==> src/rtl/mult_arb_pkg.sv <==
// Shared types and default sizes for the multiplier arbiter.
package mult_arb_pkg;

    typedef enum logic [1:0] {
        IDLE  = 2'b00,
        ISSUE = 2'b01,
        WAIT  = 2'b10,
        RESP  = 2'b11
    } state_e;

    localparam int unsigned N_REQ_DEF = 4;
    localparam int unsigned WIDTH_DEF = 8;

endpackage

==> src/rtl/mult_arb_pick.sv <==
// Combinational picker: first pending request found scanning upward from base_i, wrapping.
module mult_arb_pick #(
    parameter  int unsigned N_REQ = 4,
    localparam int unsigned IDW   = $clog2(N_REQ)
) (
    input  logic [N_REQ-1:0] req_i,
    input  logic [IDW-1:0]   base_i,
    output logic [N_REQ-1:0] gnt_o,
    output logic [IDW-1:0]   id_o,
    output logic             any_o
);

    localparam int unsigned SW = IDW + 1;

    logic [SW-1:0]  sum;
    logic [IDW-1:0] idx;

    // base + k never exceeds 2*N_REQ-2, so one conditional subtract wraps it
    always_comb begin
        gnt_o = '0;
        id_o  = '0;
        any_o = 1'b0;
        sum   = '0;
        idx   = '0;
        for (int unsigned k = 0; k < N_REQ; k++) begin
            sum = {1'b0, base_i} + SW'(k);
            if (sum >= SW'(N_REQ)) begin
                sum = sum - SW'(N_REQ);
            end
            idx = sum[IDW-1:0];
            if (!any_o && req_i[idx]) begin
                any_o      = 1'b1;
                id_o       = idx;
                gnt_o[idx] = 1'b1;
            end
        end
    end

endmodule

==> src/rtl/mult_arbiter.sv <==
// Shares one shift-add multiplier among N_REQ requesters with a valid/ready response port.
// Define MULT_ARB_ROUND_ROBIN_EN for round-robin arbitration; otherwise lowest index wins.
module mult_arbiter
    import mult_arb_pkg::*;
#(
    parameter  int unsigned N_REQ = N_REQ_DEF,
    parameter  int unsigned WIDTH = WIDTH_DEF,
    localparam int unsigned IDW   = $clog2(N_REQ)
) (
    input  logic                   clk,
    input  logic                   clr,
    input  logic [N_REQ-1:0]       req,
    input  logic [N_REQ*WIDTH-1:0] op_a,
    input  logic [N_REQ*WIDTH-1:0] op_b,
    output logic [N_REQ-1:0]       gnt,
    output logic                   mul_start,
    output logic [WIDTH-1:0]       mul_a,
    output logic [WIDTH-1:0]       mul_b,
    input  logic                   mul_done,
    input  logic [2*WIDTH-1:0]     mul_p,
    output logic                   resp_valid,
    input  logic                   resp_ready,
    output logic [IDW-1:0]         resp_id,
    output logic [2*WIDTH-1:0]     resp_p
);

    state_e               state_q, state_d;
    logic [N_REQ-1:0]     gnt_q, gnt_d;
    logic                 start_q, start_d;
    logic [WIDTH-1:0]     a_q, a_d, b_q, b_d;
    logic [IDW-1:0]       id_q, id_d;
    logic [2*WIDTH-1:0]   p_q, p_d;
    logic                 valid_q, valid_d;

    logic [N_REQ-1:0]     pick_gnt;
    logic [IDW-1:0]       pick_id;
    logic                 pick_any;
    logic [IDW-1:0]       base;

`ifdef MULT_ARB_ROUND_ROBIN_EN
    logic [IDW-1:0]       ptr_q, ptr_d;
    assign base = ptr_q;
`else
    assign base = '0;
`endif

    mult_arb_pick #(
        .N_REQ (N_REQ)
    ) u_pick (
        .req_i  (req),
        .base_i (base),
        .gnt_o  (pick_gnt),
        .id_o   (pick_id),
        .any_o  (pick_any)
    );

    // Next-state and registered-output decode
    always_comb begin
        state_d = state_q;
        gnt_d   = '0;
        start_d = 1'b0;
        a_d     = a_q;
        b_d     = b_q;
        id_d    = id_q;
        p_d     = p_q;
        valid_d = valid_q;
`ifdef MULT_ARB_ROUND_ROBIN_EN
        ptr_d   = ptr_q;
`endif
        case (state_q)
            IDLE: begin
                if (pick_any) begin
                    state_d = ISSUE;
                    gnt_d   = pick_gnt;
                    start_d = 1'b1;
                    id_d    = pick_id;
                    for (int unsigned i = 0; i < N_REQ; i++) begin
                        if (pick_gnt[i]) begin
                            a_d = op_a[i*WIDTH +: WIDTH];
                            b_d = op_b[i*WIDTH +: WIDTH];
                        end
                    end
`ifdef MULT_ARB_ROUND_ROBIN_EN
                    ptr_d = (pick_id == IDW'(N_REQ - 1)) ? '0 : pick_id + IDW'(1);
`endif
                end
            end
            ISSUE: begin
                state_d = WAIT;
            end
            WAIT: begin
                if (mul_done) begin
                    p_d     = mul_p;
                    valid_d = 1'b1;
                    state_d = RESP;
                end
            end
            RESP: begin
                if (resp_ready) begin
                    valid_d = 1'b0;
                    state_d = IDLE;
                end
            end
            default: begin
                state_d = IDLE;
            end
        endcase
    end

    always_ff @(posedge clk) begin
        if (clr) begin
            state_q <= IDLE;
            gnt_q   <= '0;
            start_q <= 1'b0;
            a_q     <= '0;
            b_q     <= '0;
            id_q    <= '0;
            p_q     <= '0;
            valid_q <= 1'b0;
`ifdef MULT_ARB_ROUND_ROBIN_EN
            ptr_q   <= '0;
`endif
        end else begin
            state_q <= state_d;
            gnt_q   <= gnt_d;
            start_q <= start_d;
            a_q     <= a_d;
            b_q     <= b_d;
            id_q    <= id_d;
            p_q     <= p_d;
            valid_q <= valid_d;
`ifdef MULT_ARB_ROUND_ROBIN_EN
            ptr_q   <= ptr_d;
`endif
        end
    end

    assign gnt        = gnt_q;
    assign mul_start  = start_q;
    assign mul_a      = a_q;
    assign mul_b      = b_q;
    assign resp_valid = valid_q;
    assign resp_id    = id_q;
    assign resp_p     = p_q;

endmodule

==> config.mk <==
export PLATFORM = sky130hd
export DESIGN_NAME = mult_arbiter
export DESIGN_NICKNAME = d
export VERILOG_FILES = /design/src/rtl/mult_arb_pkg.sv /design/src/rtl/mult_arb_pick.sv /design/src/rtl/mult_arbiter.sv
export SDC_FILE = /design/constraint.sdc
export NUM_CORES = 1
export LEC_CHECK = 0
export BUFFER_PORTS_ARGS = -buffer_cell sky130_fd_sc_hd__buf_4
export CORE_MARGIN = 2
export CORE_UTILIZATION = 40
export CTS_CLUSTER_SIZE = 40
export DETAILED_ROUTE_END_ITERATION = 8
export GPL_ROUTABILITY_DRIVEN = 0
export HOLD_SLACK_MARGIN = 0.12
export PLACE_DENSITY = 0.76
export SYNTH_ARGS = -nofsm -noshare
export SYNTH_HDL_FRONTEND = slang
export SYNTH_SLANG_ARGS = --single-unit
==> constraint.sdc <==
create_clock -name clk -period 4.2 [get_ports clk]
set_input_delay 0 -clock clk [delete_from_list [all_inputs] [get_ports clk]]
set_output_delay 0 -clock clk [all_outputs]
set_load 0.02 [all_outputs]
# Yosys cells after proc, flatten, opt, wreduce, memory -nomap -nowiden

Cells that the tools add are included.

Register bits after elaboration: 42
Input bits: 88
Output and inout port bits: 40
Logic and storage cells: 59

Equal/unequal tests: 6
Muxes and demuxes: 27
Bitwise logic cells: 2
Reduce and logical (&&, ||, !) cells: 16

Operator list:

| kind                                                            | number |
|---|---|
| 8-bit two-way mux                                               | 8 |
| 2-bit two-way mux                                               | 6 |
| 1-bit two-way mux                                               | 9 |
| 3-bit AND reduction                                             | 3 |
| 2-bit case mux with 4 select lines                              | 1 |
| 2-bit != test, second input constant                            | 3 |
| 2-bit == test, second input constant                            | 2 |
| 4-bit two-way mux                                               | 1 |
| 2-bit AND reduction                                             | 2 |
| 4-bit nonzero test                                              | 1 |
| 1-bit logical AND                                               | 3 |
| 1-bit zero test                                                 | 3 |
| 3-bit two-way mux                                               | 1 |
| 3-bit OR reduction                                              | 1 |
| 2-bit by 1-bit == test with 1-bit output, second input constant | 1 |
| 2-bit zero test                                                 | 1 |
| 1-bit inverter                                                  | 2 |
| 1-bit case mux with 2 select lines                              | 1 |
| 2-bit nonzero test                                              | 1 |
| 2-bit OR reduction                                              | 1 |

# Logic depth before layout (Yosys ltp)

Gate-level depths: netlist of run 1.

Depth in word-level cells: 14
Mapped depth: 7
Mapped depth without buffers: 6

# Cells and area by module

Synthesis of run 1 repeated with hierarchy kept, for this count alone.

Cells, all modules: 289
Area, all modules: 2548.7 µm²

By module, submodules not included:

| module        | times used | cells each | area an instance (µm²) | sequential area each (µm²) |
|---|---|---|---|---|
| mult_arbiter  | 1          | 244        | 2127.0                 | 840.8 |
| mult_arb_pick | 1          | 45         | 421.7                  | 0.0 |

# Least setup slack after synthesis of run 1

OpenSTA, ideal clock, no wires.

Kind: reg2reg
Start: reg state_q[0]
End: reg p_q[10], in the netlist resp_p[10]
Setup time: 0.071 ns
Arrival: 1.384 ns
Required time: 4.129 ns
Path slack: 2.746 ns
Cell stages (with the launch flop): 8
Buffers on the path: 2
Clock period less this slack: 1.454 ns
Cell sequence: dfxtp_1 inv_1 ha_1 and2_1 clkbuf_1 clkbuf_1 nand2_1 a21oi_1

Word-level cells in the longest chain between the ends: 2

Ends and longest elaborated chain:

| what                                 | RTL line            | text |
|---|---|---|
| start: declaration                   | mult_arbiter.sv:27  | `state_e state_q, state_d;` |
| start signal: assignment             | mult_arbiter.sv:124 | `state_q <= state_d;` |
| 2-bit == test                        | mult_arbiter.sv:70  | `case (state_q)` |
| 2-bit AND reduction (no source line) | n/a                 |  |
| end signal: assignment               | mult_arbiter.sv:130 | `p_q <= p_d;` |
| end: declaration                     | mult_arbiter.sv:32  | `logic [2*WIDTH-1:0] p_q, p_d;` |

No other way between the ends.
A chain may end at the register's enable or synchronous reset.

# Worst setup path after layout of run 1

Start: in req[2]
End: reg a_q[4], in the netlist mul_a[4]

Word-level cells in the longest chain between the ends: 7
Elaborated cells on any way between the ends: 11
Classes of those cells: 6 x mux; 5 x reduce/logical

Ends and longest elaborated chain:

| what                                 | RTL line            | text |
|---|---|---|
| start: declaration                   | mult_arbiter.sv:12  | `input logic [N_REQ-1:0] req,` |
| 1-bit logical AND (*)                | mult_arb_pick.sv:31 | `if (!any_o && req_i[idx]) begin` |
| 1-bit two-way mux                    | mult_arb_pick.sv:31 |  |
| 1-bit zero test                      | mult_arb_pick.sv:31 |  |
| 1-bit logical AND                    | mult_arb_pick.sv:31 |  |
| 4-bit two-way mux                    | mult_arb_pick.sv:31 |  |
| 4-bit nonzero test (no source line)  | n/a                 |  |
| 3-bit AND reduction (no source line) | n/a                 |  |
| end signal: assignment               | mult_arbiter.sv:115 | `a_q <= '0;` |
| end signal: assignment               | mult_arbiter.sv:127 | `a_q <= a_d;` |
| end: declaration                     | mult_arbiter.sv:30  | `logic [WIDTH-1:0] a_q, a_d, b_q, b_d;` |

Every way passes the cells marked *; elsewhere a longest branch is shown, timed or not.

==> run metrics, run 1 <==
share of cells above drive strength 1=about a third; Synth area leaders=dfxtp_1, a21oi_1, nand2_1; largest family of logic cells by synthesized area=compound AO/OA/AOI/OAI gates; critical path's top delay family=compound AO/OA/AOI/OAI gates; dpl cells=425; Slew Limit Fails=0; Core Util, Final=75.9%; slowest CP cell=o21ai_1; fin nets=517; commonest cells in the netlist=nand2_1, a21oi_1, dfxtp_1; CP arrival=~2900 ps; first-pass GRT wire length=11200 um; Tot GR Track Use=between 20% and 30%; max cap viols=0; Post-synth ARST share=0%; Register-to-Register Path Depth=5; worst hold stages=3; starting DRC count in detailed routing=107; xor/xnor share of the synthesized area=0%; Post-synth top flop=dfxtp_1; Max stage delay on crit path=between 900 and 1000 ps; Cells after Synth=between 200 and 300; Post-route DRC=0; post-synth top area share=approximately 42%; CP Max Fanout=22; Max Clk Rate=374 MHz; cell count along the critical path=6; ANT cells=0; Boundary Pins=~130; synthesized flop and latch total=42; DRT Wirelength=7440 um; Post-Route Setup TNS=0 ps; final hold vios=0; Antenna Nets Post-Route=0; post-CTS setup buffers=0; Post-synth EDFFs=0; vias=2528; syn_area_per_cell=7.87 um^2; Required @ worst endpoint=~4400 ps; Crit. End Element=register; Compound-Gate Fraction of Synth Area=29.8%; Layout Skew=12.2 ps; Post-Place Setup Slack=~2400 ps; Worst VDD drop=225 uV; Post-Syn Nets=343; Clock transition at path regs=90 ps; Cell Area, Synth=1980 um^2; PwrDens=405 nW/um^2; Syn-to-layout area delta=82.0%; Root Driver=clkbuf_8; Slew Limit Headroom=18.5%; post-synth top area cell=dfxtp_1; mux cell area share after synthesis=0.504%; Final WS setup=1530 ps; Final Non-Filler Cells=around 490; Starting Density=between 40% and 50%; Die ar.=5540 um^2; status=complete, no violations; number of global-route vias before repair=2438; Yosys cell types=30; Num CTS Buffers=5; count of TritonRoute iterations in the first routing pass=5; Setup crit start kind=primary input; largest net degree at the start of global routing=24; Simple-Gate Fraction of Synth Area=15.9%; WS Path Type=in2reg; Final Cell Area=3610 um^2; LEAKAGE=1.67 nW; Crit path buffers/inverters=3; minimum clock period=2670 ps; CORE AREA=4750 um^2; most frequent cell after synthesis=nand2_1; Bufs on Longest Clock Path=2; die width=74.4 um; Rows=25; die height=74.4 um; sequential share of the synthesized area=42.4%; DPL Wire Length=4400 um; Clk Latency, worst-skew pair=~300 ps; most frequent CP cell=dlygate4sd3_1; Congestion Overflow GR=0; worst hold slack=121 ps; port bufs=around 130; Cell Area, Placed=roughly 2900 um^2; drt via density=5.13; yosys warns=0; htree depth=2; fin crit share=63.7%; final setup fails=0; adder-cell share of the synthesized area=between 1.5 and 2%; Slew @ Worst Pin=1210 ps; initial antenna violation count=0; DR WL/cell=15.1 um; CTS Sinks=42; Tot Pwr=about 1.5 mW; RSZ-0062 raised after global routing=false; CTS tree=done; crit path cell chain=dlygate4sd3_1 -> buf_4 -> o21ai_1 -> a221oi_1 -> o32ai_1 -> dlygate4sd3_1; Min-Delay Path Class=in2reg
## kinds of logic after synthesis
group	count (synthesis)
AO/OA/AOI/OAI	89
AND/OR/NAND/NOR	72
buffers and inverters	45
flip-flops	42
adder cells (fa/ha/maj)	3
multiplexers	1
## path summary, 6_finish.rpt
| kind | startpoint | endpoint | slack (ps) |
|---|---|---|---|
| max | req[2] | mul_a[4]$_SDFFE_PP0P_ | 1530 |
| min | op_b[12] | mul_b[4]$_SDFFE_PP0P_ | 120 |
| max reg2reg | state_q[0]$_SDFFE_PP0P_ | mul_a[4]$_SDFFE_PP0P_ | 1850 |
| min reg2reg | mul_a[6]$_SDFFE_PP0P_ | mul_a[6]$_SDFFE_PP0P_ | 460 |
## report_power, final
part	internal [mW]	leakage (nW)	switching [mW]
registers	0.489	0.344	0.0500
clock network	0.112	0.0438	0.138
logic	0.327	1.28	0.348
## what timing repair did
action	CTS	global route
resized for setup	0	0
hold buffers	61	0
hold endpoints to repair	40	0
## tightest hold or removal path: cells and delay by family
family	cells	cell delay, ps
buffers and inverters	1	80
AOI/OAI and AO/OA	2	300
## final cells by class
class                           instances  area [um^2]
Timing Repair Buffer                  188         1560
Fill cell                             366         1140
Multi-Input combinational cell        165          953
Sequential cell                        42          841
Inverter                               24         90.1
Tap cell                               67         83.8
Clock buffer                            5         68.8
Clock inverter                          2         10.0
## per-layer routing
metal	GRT usage, %	vias up	wire length (um)	share of wire, %
met4	7.74	0	110	1.5
met3	7.18	15	638	8.6
met1	31.0	1151	2920	39
li1	-	1229	-	-
met5	0	-	0	0
met2	47.0	133	3780	51
## layout by cell type, fill, tap and decap left out, types with 2 or more instances in the layout
cell type and count:
dfxtp_1 42, ha_1 3, a221oi_1 17, dlygate4sd3_1 61, clkbuf_8 5, a21oi_1 48, nor3_1 4, nand2_1 49
buf_4 127, inv_1 24, o21ai_0 3, nor2_1 7, nand2b_1 2, clkinv_2 2, o32ai_1 15, nor2b_1 3
## registers in the layout (all words and copies together) (netlist names)
| signal | cells |
|---|---|
| mul_b | 8 |
| mul_start | 1 |
| gnt | 4 |
| resp_valid | 1 |
| mul_a | 8 |
| state_q | 2 |
| resp_p | 16 |
| resp_id | 2 |
Note: power is estimated with default switching activity, not from simulation.
==> run 2, diff against run 1 <==
--- a/config.mk
+++ b/config.mk
@@ -5,6 +5,7 @@
 export SDC_FILE = /design/constraint.sdc
 export NUM_CORES = 1
 export LEC_CHECK = 0
+export ABC_AREA = 1
 export BUFFER_PORTS_ARGS = -buffer_cell sky130_fd_sc_hd__buf_4
 export CORE_MARGIN = 2
 export CORE_UTILIZATION = 40
@@ -12,7 +13,7 @@
 export DETAILED_ROUTE_END_ITERATION = 8
 export GPL_ROUTABILITY_DRIVEN = 0
 export HOLD_SLACK_MARGIN = 0.12
-export PLACE_DENSITY = 0.76
+export PLACE_DENSITY = 0.72
 export SYNTH_ARGS = -nofsm -noshare
 export SYNTH_HDL_FRONTEND = slang
 export SYNTH_SLANG_ARGS = --single-unit
==> constraint.sdc (replaced) <==
create_clock -name clk -period 2.78 [get_ports clk]
set_input_delay 0 -clock clk [delete_from_list [all_inputs] [get_ports clk]]
set_output_delay 0 -clock clk [all_outputs]
set_load 0.02 [all_outputs]
==> run 2 against run 1 <==
  * Cell count up 20%
  * Sequential power up 57%
  * Highest routed layer unchanged
  * Register-to-register slack worse by 1200 ps
  * Design area up 5.1%
  * Die area up 22%
  * Core utilization down 12 points
  * First-iteration DRC count up 13%
  * Count of clock-buffer cells in the layout unchanged
  * Sequential cell count unchanged
  * Non-clock buffer count down 25
  * Routed wire length up 1.8%
  * Via count up 9.3%
==> run metrics, run 2 <==
minimum clock period=2470 ps; Min-Delay Path Class=in2reg; Register-to-Register Path Depth=9; Layout Skew=roughly 13 ps; Post-synth EDFFs=0; WS Path Type=in2reg; fin crit share=88.9%; Clk Latency, worst-skew pair=approximately 300 ps; synthesized flop and latch total=42; Congestion Overflow GR=0; starting DRC count in detailed routing=121; DR WL/cell=12.8 um; Syn-to-layout area delta=54.5%; commonest cells in the netlist=nand2_1, nor2_1, inv_1; max cap viols=0; final hold vios=0; status=complete, no violations; initial antenna violation count=0; post-CTS setup buffers=0; Slew Limit Headroom=57.6%; R2R Path Start=state_q[1]$_SDFFE_PP0P_; Worst VDD drop=508 uV; Post-synth ARST share=0%; Crit Reg-Reg Endpoint=gnt[2]$_SDFF_PP0_; drt via density=4.65; fin nets=609; CTS tree=done; DPL Wire Length=5060 um; Post-synth top flop=dfxtp_1; post-synth top area cell=dfxtp_1; Tot GR Track Use=between 20% and 30%; clock share of power=16.9%; Synth area leaders=dfxtp_1, nand2_1, nor2_1; largest net degree at the start of global routing=34; Int Power=1.44 mW; worst hold stages=7; htree depth=2; Crit. End Element=register; Net Sw Power=0.974 mW; number of global-route vias before repair=2537; share of cells above drive strength 1=31.2%; Slew Limit Fails=0; first-pass GRT wire length=11700 um; commonest non-fill, non-tap cell in the layout=buf_4; port bufs=127; Reg power frac=between 30% and 40%; Required @ worst endpoint=2970 ps; CORE AREA=5920 um^2; Antenna Nets Post-Route=0; Bufs on Longest Clock Path=2; Starting Density=41.5%; logic gate share of total power=between 40% and 50%; Slew @ Worst Pin=around 640 ps; vias=roughly 2.8k; Setup crit start=req[0]; Post-route DRC=0; Setup crit start kind=primary input; CP Max Fanout=33; CTS Sinks=42; Die ar.=approximately 6800 um^2; switching share of power=approximately 40%; sequential share of the synthesized area=34.2%; Post-Route Setup TNS=0 ps; ANT cells=0; final setup fails=0; LEAKAGE=1.96 nW; Num CTS Buffers=5; Root Driver=clkbuf_8; Final Cell Area=3800 um^2; Clock transition at path regs=90 ps; Cell Area, Synth=roughly 2500 um^2; Max Clk Rate=405 MHz; Endpoint, Worst Hold=mul_b[2]$_SDFFE_PP0P_; Cell Area, Placed=3340 um^2; Boundary Pins=about 130; PwrDens=637 nW/um^2; Post-Syn Nets=between 400 and 500; Rows=28; DRT Wirelength=7580 um; syn_area_per_cell=6.66 um^2; RSZ-0062 raised after global routing=false; post-synth top area share=34.2%; max reg flops=16; die height=approximately 82 um; most frequent cell after synthesis=nand2_1; Cells after Synth=between 300 and 400; min-delay src=op_b[18]; commonest cells after routing, fill and taps aside=buf_4, nand2_1, nor2_1; CP arrival=2660 ps; count of TritonRoute iterations in the first routing pass=5; yosys warns=0; Yosys cell types=23; die width=82.4 um; Worst R2R Setup Slack=between 600 and 700 ps
## run 2: metrics by stage
stage | util (%) | instances | setup slack (ps) | hold slack [ps] | power, mW
2_1_floorplan | - | 369 | 1520 | 167 | 1.57
3_3_place_gp | 56.4 | 550 | 1060 | 251 | 1.95
3_5_place_dp | 56.4 | 550 | 1030 | 258 | 1.97
4_1_cts | 64.1 | 594 | 358 | 139 | 2.42
5_1_grt | 64.1 | 594 | 179 | 163 | 2.60
6_report | 64.1 | 594 | 309 | 139 | 2.42
## run 2: cell families (layout without fill, tap and decap cells)
group / count (synthesis) / after routing / share of synthesized area [%]
compound gates: 41 / 41 / 9.67
simple gates: 215 / 215 / 40.8
fa+ha+maj: 3 / 3 / 1.53
buf+inv: 68 / 218 / 13.8
flops: 42 / 42 / 34.2
## run 2: per-layer routing
layer | track usage [%] | vias to the layer above | part of all wire [%]
li1 | - | 1439 | -
met2 | 40.2 | 86 | 52
met1 | 26.9 | 1224 | 41
met4 | 5.50 | 0 | 1.3
met5 | 0 | - | 0
met3 | 3.80 | 13 | 5.2
## run 2: timing repair
action,CTS,global route
endpoints found under the setup margin,0,0
endpoints found under the hold margin,35,0
hold buffers,36,0
resized for setup,0,0
## run 2: worst max path at each step
stage                                         end  depth (start not counted)
final                       mul_a[2]$_SDFFE_PP0P_                          9
after global routing        mul_a[2]$_SDFFE_PP0P_                          9
after CTS                   mul_a[2]$_SDFFE_PP0P_                          9
after floorplan           resp_p[10]$_SDFFE_PP0P_                          7
after detailed placement    mul_b[5]$_SDFFE_PP0P_                          7
after global placement      mul_a[6]$_SDFFE_PP0P_                          7
## run 2: area by class of cell
| class | instances | area [um^2] |
|---|---|---|
| Sequential cell | 42 | 841 |
| Timing Repair Buffer | 163 | 1310 |
| Fill cell | 542 | 2120 |
| Clock inverter | 3 | 25.0 |
| Inverter | 47 | 176 |
| Clock buffer | 5 | 68.8 |
| Tap cell | 75 | 93.8 |
| Multi-Input combinational cell | 259 | 1280 |
## run 2: power by group through the flow
stage	clock (mW)	sequential [mW]	combinational, mW
final	0.409	0.848	1.16
after global routing	0.449	0.867	1.28
after CTS	0.419	0.848	1.16
after detailed placement	0	0.859	1.11
after global placement	0	0.855	1.09
after floorplan	0	1.03	0.544
## run 2: worst max-delay path, stage by stage
cell and delay, ps:
dlygate4sd3_1 540, buf_4 160, nor2_8 330, nand3_2 590
nor2_1 250, nor2_1 60, nand2_1 100, a21oi_2 50
dlygate4sd3_1 570
==> run 3, diff against run 2 <==
--- a/config.mk
+++ b/config.mk
@@ -14,6 +14,7 @@
 export GPL_ROUTABILITY_DRIVEN = 0
 export HOLD_SLACK_MARGIN = 0.12
 export PLACE_DENSITY = 0.72
+export SETUP_SLACK_MARGIN = 0.1
 export SYNTH_ARGS = -nofsm -noshare
 export SYNTH_HDL_FRONTEND = slang
 export SYNTH_SLANG_ARGS = --single-unit
==> constraint.sdc (replaced) <==
create_clock -name clk -period 2.54 [get_ports clk]
set_input_delay 0 -clock clk [delete_from_list [all_inputs] [get_ports clk]]
set_output_delay 0 -clock clk [all_outputs]
set_load 0.02 [all_outputs]
==> run 3 against run 2 <==
  * Sequential cell count unchanged
  * Critical path depth unchanged
  * Die area unchanged
  * Count of clock-buffer cells in the layout up 1
  * Global-route usage down 0.46 points
  * Total power up 12%
  * Setup slack better by 21 ps
  * Clock power up 27%
  * Via count up 1.1%
  * Non-clock buffer count unchanged
  * Cell count unchanged
  * Register-to-register slack worse by 140 ps
  * Critical path type unchanged
==> run metrics, run 3 (synthesized netlist as in run 2, its figures left out) <==
Slew Limit Headroom=58.4%; Num CTS Buffers=5; DPL Wire Length=5040 um; met3 usage=between 3 and 4%; max reg flops=16; Die ar.=6790 um^2; critical path's top delay family=buffers and inverters; dpl cells=551; Net Sw Power=1.04 mW; Layout Skew=5.18 ps; Post-route DRC=0; commonest cells after routing, fill and taps aside=buf_4, nand2_1, nor2_1; initial antenna violation count=0; CTS tree=done; Final Non-Filler Cells=~590; final setup fails=0; Worst R2R Setup Slack=510 ps; Clock transition at path regs=about 80 ps; clock share of power=19.2%; R2R Path Start=state_q[0]$_SDFFE_PP0P_; worst hold slack=154 ps; Congestion Overflow GR=0; Final Cell Area=roughly 3800 um^2; count of TritonRoute iterations in the first routing pass=4; ANT cells=0; Crit. End Element=register; CTS Sinks=42; drt via density=4.70; Post-Route Setup TNS=0 ps; minimum clock period=roughly 2200 ps; crit path cell chain=dlygate4sd3_1 -> buf_4 -> inv_2 -> nand3_2 -> nor2_1 -> nor2_1 -> nand2_1 -> a21oi_2 -> dlygate4sd3_1; filler cell count=523; Rows=28; htree depth=2; met1 usage=26.4%; Slew Limit Fails=0; starting DRC count in detailed routing=106; Reg power frac=approximately 34%; die height=82.4 um; slowest CP cell=dlygate4sd3_1; post-CTS setup buffers=0; Tot GR Track Use=21.7%; LEAKAGE=1.97 nW; Syn-to-layout area delta=55.0%; DRT Wirelength=7250 um; die width=82.4 um; Starting Density=between 40 and 50%; logic gate share of total power=46.8%; RSZ-0062 raised after global routing=false; status=complete, no violations; min-delay src=req[0]; Min-Delay Path Class=in2reg; cts repair resizes=0; max cap viols=0; Endpoint, Worst Hold=resp_id[1]$_SDFFE_PP0P_; commonest non-fill, non-tap cell in the layout=buf_4; first-pass GRT wire length=11500 um; CP arrival=2390 ps; Clk Latency, worst-skew pair=290 ps; share of cells above drive strength 1=31.2%; port bufs=127; DR WL/cell=12.2 um; fin crit share=87.0%; Tot Pwr=2.72 mW; Cell Area, Placed=3350 um^2; CORE AREA=approximately 5900 um^2; Crit Reg-Reg Endpoint=mul_a[0]$_SDFFE_PP0P_; Setup crit start kind=primary input; Crit path buffers/inverters=4; final hold vios=0; Antenna Nets Post-Route=0; worst hold stages=4; GR Util met2=about two fifths; Required @ worst endpoint=2720 ps; number of global-route vias before repair=2621; switching share of power=38.4%; Max Clk Rate=roughly 450 MHz; largest net degree at the start of global routing=34; vias=2792; CP Max Fanout=33; gr busiest metal=met2; fin nets=609; Bufs on Longest Clock Path=2; Root Driver=clkbuf_8; Max stage delay on crit path=between 500 and 600 ps; Slew @ Worst Pin=621 ps; Int Power=1.68 mW; WS Path Type=in2reg; Worst VDD drop=539 uV; PwrDens=714 nW/um^2; Register-to-Register Path Depth=7; Boundary Pins=128
## run 3: routing by layer
layer	vias up	routed length [um]
li1	1437	-
met1	1255	3010
met2	84	3720
met3	16	351
met4	0	172
met5	-	0
## run 3: layout make-up
class                           count  area, um^2  share of cell area (%)
Clock buffer                        6        72.6                    1.90
Clock inverter                      2        37.5                   0.985
Inverter                           47         176                    4.63
Multi-Input combinational cell    259        1280                    33.5
Sequential cell                    42         841                    22.1
Tap cell                           75        93.8                    2.46
Timing Repair Buffer              163        1310                    34.4
## run 3: repair_timing
action,in CTS,in global routing
endpoints found under the setup margin,0,0
hold endpoints to repair,35,0
hold buffers,35,0
## run 3: worst max path at each step
stage / from / end / slack (ps) / cells past startpoint
finish: req[2] / mul_a[0]$_SDFFE_PP0P_ / 330 / 9
detailed placement: state_q[0]$_SDFFE_PP0P_ / resp_p[4]$_SDFFE_PP0P_ / 860 / 6
global route: req[2] / mul_a[0]$_SDFFE_PP0P_ / 200 / 9
floorplan: state_q[0]$_SDFFE_PP0P_ / resp_p[10]$_SDFFE_PP0P_ / 1280 / 7
CTS: req[2] / mul_a[0]$_SDFFE_PP0P_ / 340 / 9
global placement: state_q[0]$_SDFFE_PP0P_ / resp_p[10]$_SDFFE_PP0P_ / 930 / 6
## run 3: power by group through the flow
stage          logic (mW)  clock network (mW)  registers, mW
6_report             1.27               0.521          0.926
5_1_grt              1.41               0.558          0.947
4_1_cts              1.27               0.531          0.927
3_5_place_dp         1.22                   0          0.941
3_3_place_gp         1.20                   0          0.941
2_1_floorplan       0.596                   0           1.13
## run 3: worst min-delay path, cell delays in order
cell	delay (ps)
buf_4	120
nor2_8	60
o21ai_0	150
nor2_1	60
## run 3: stage by stage
stage | utilization [%] | setup WS, ps
5_1_grt | 64.3 | 195
4_1_cts | 64.3 | 337
3_3_place_gp | 56.6 | 932
3_5_place_dp | 56.6 | 861
6_report | 64.3 | 331
2_1_floorplan | - | 1280
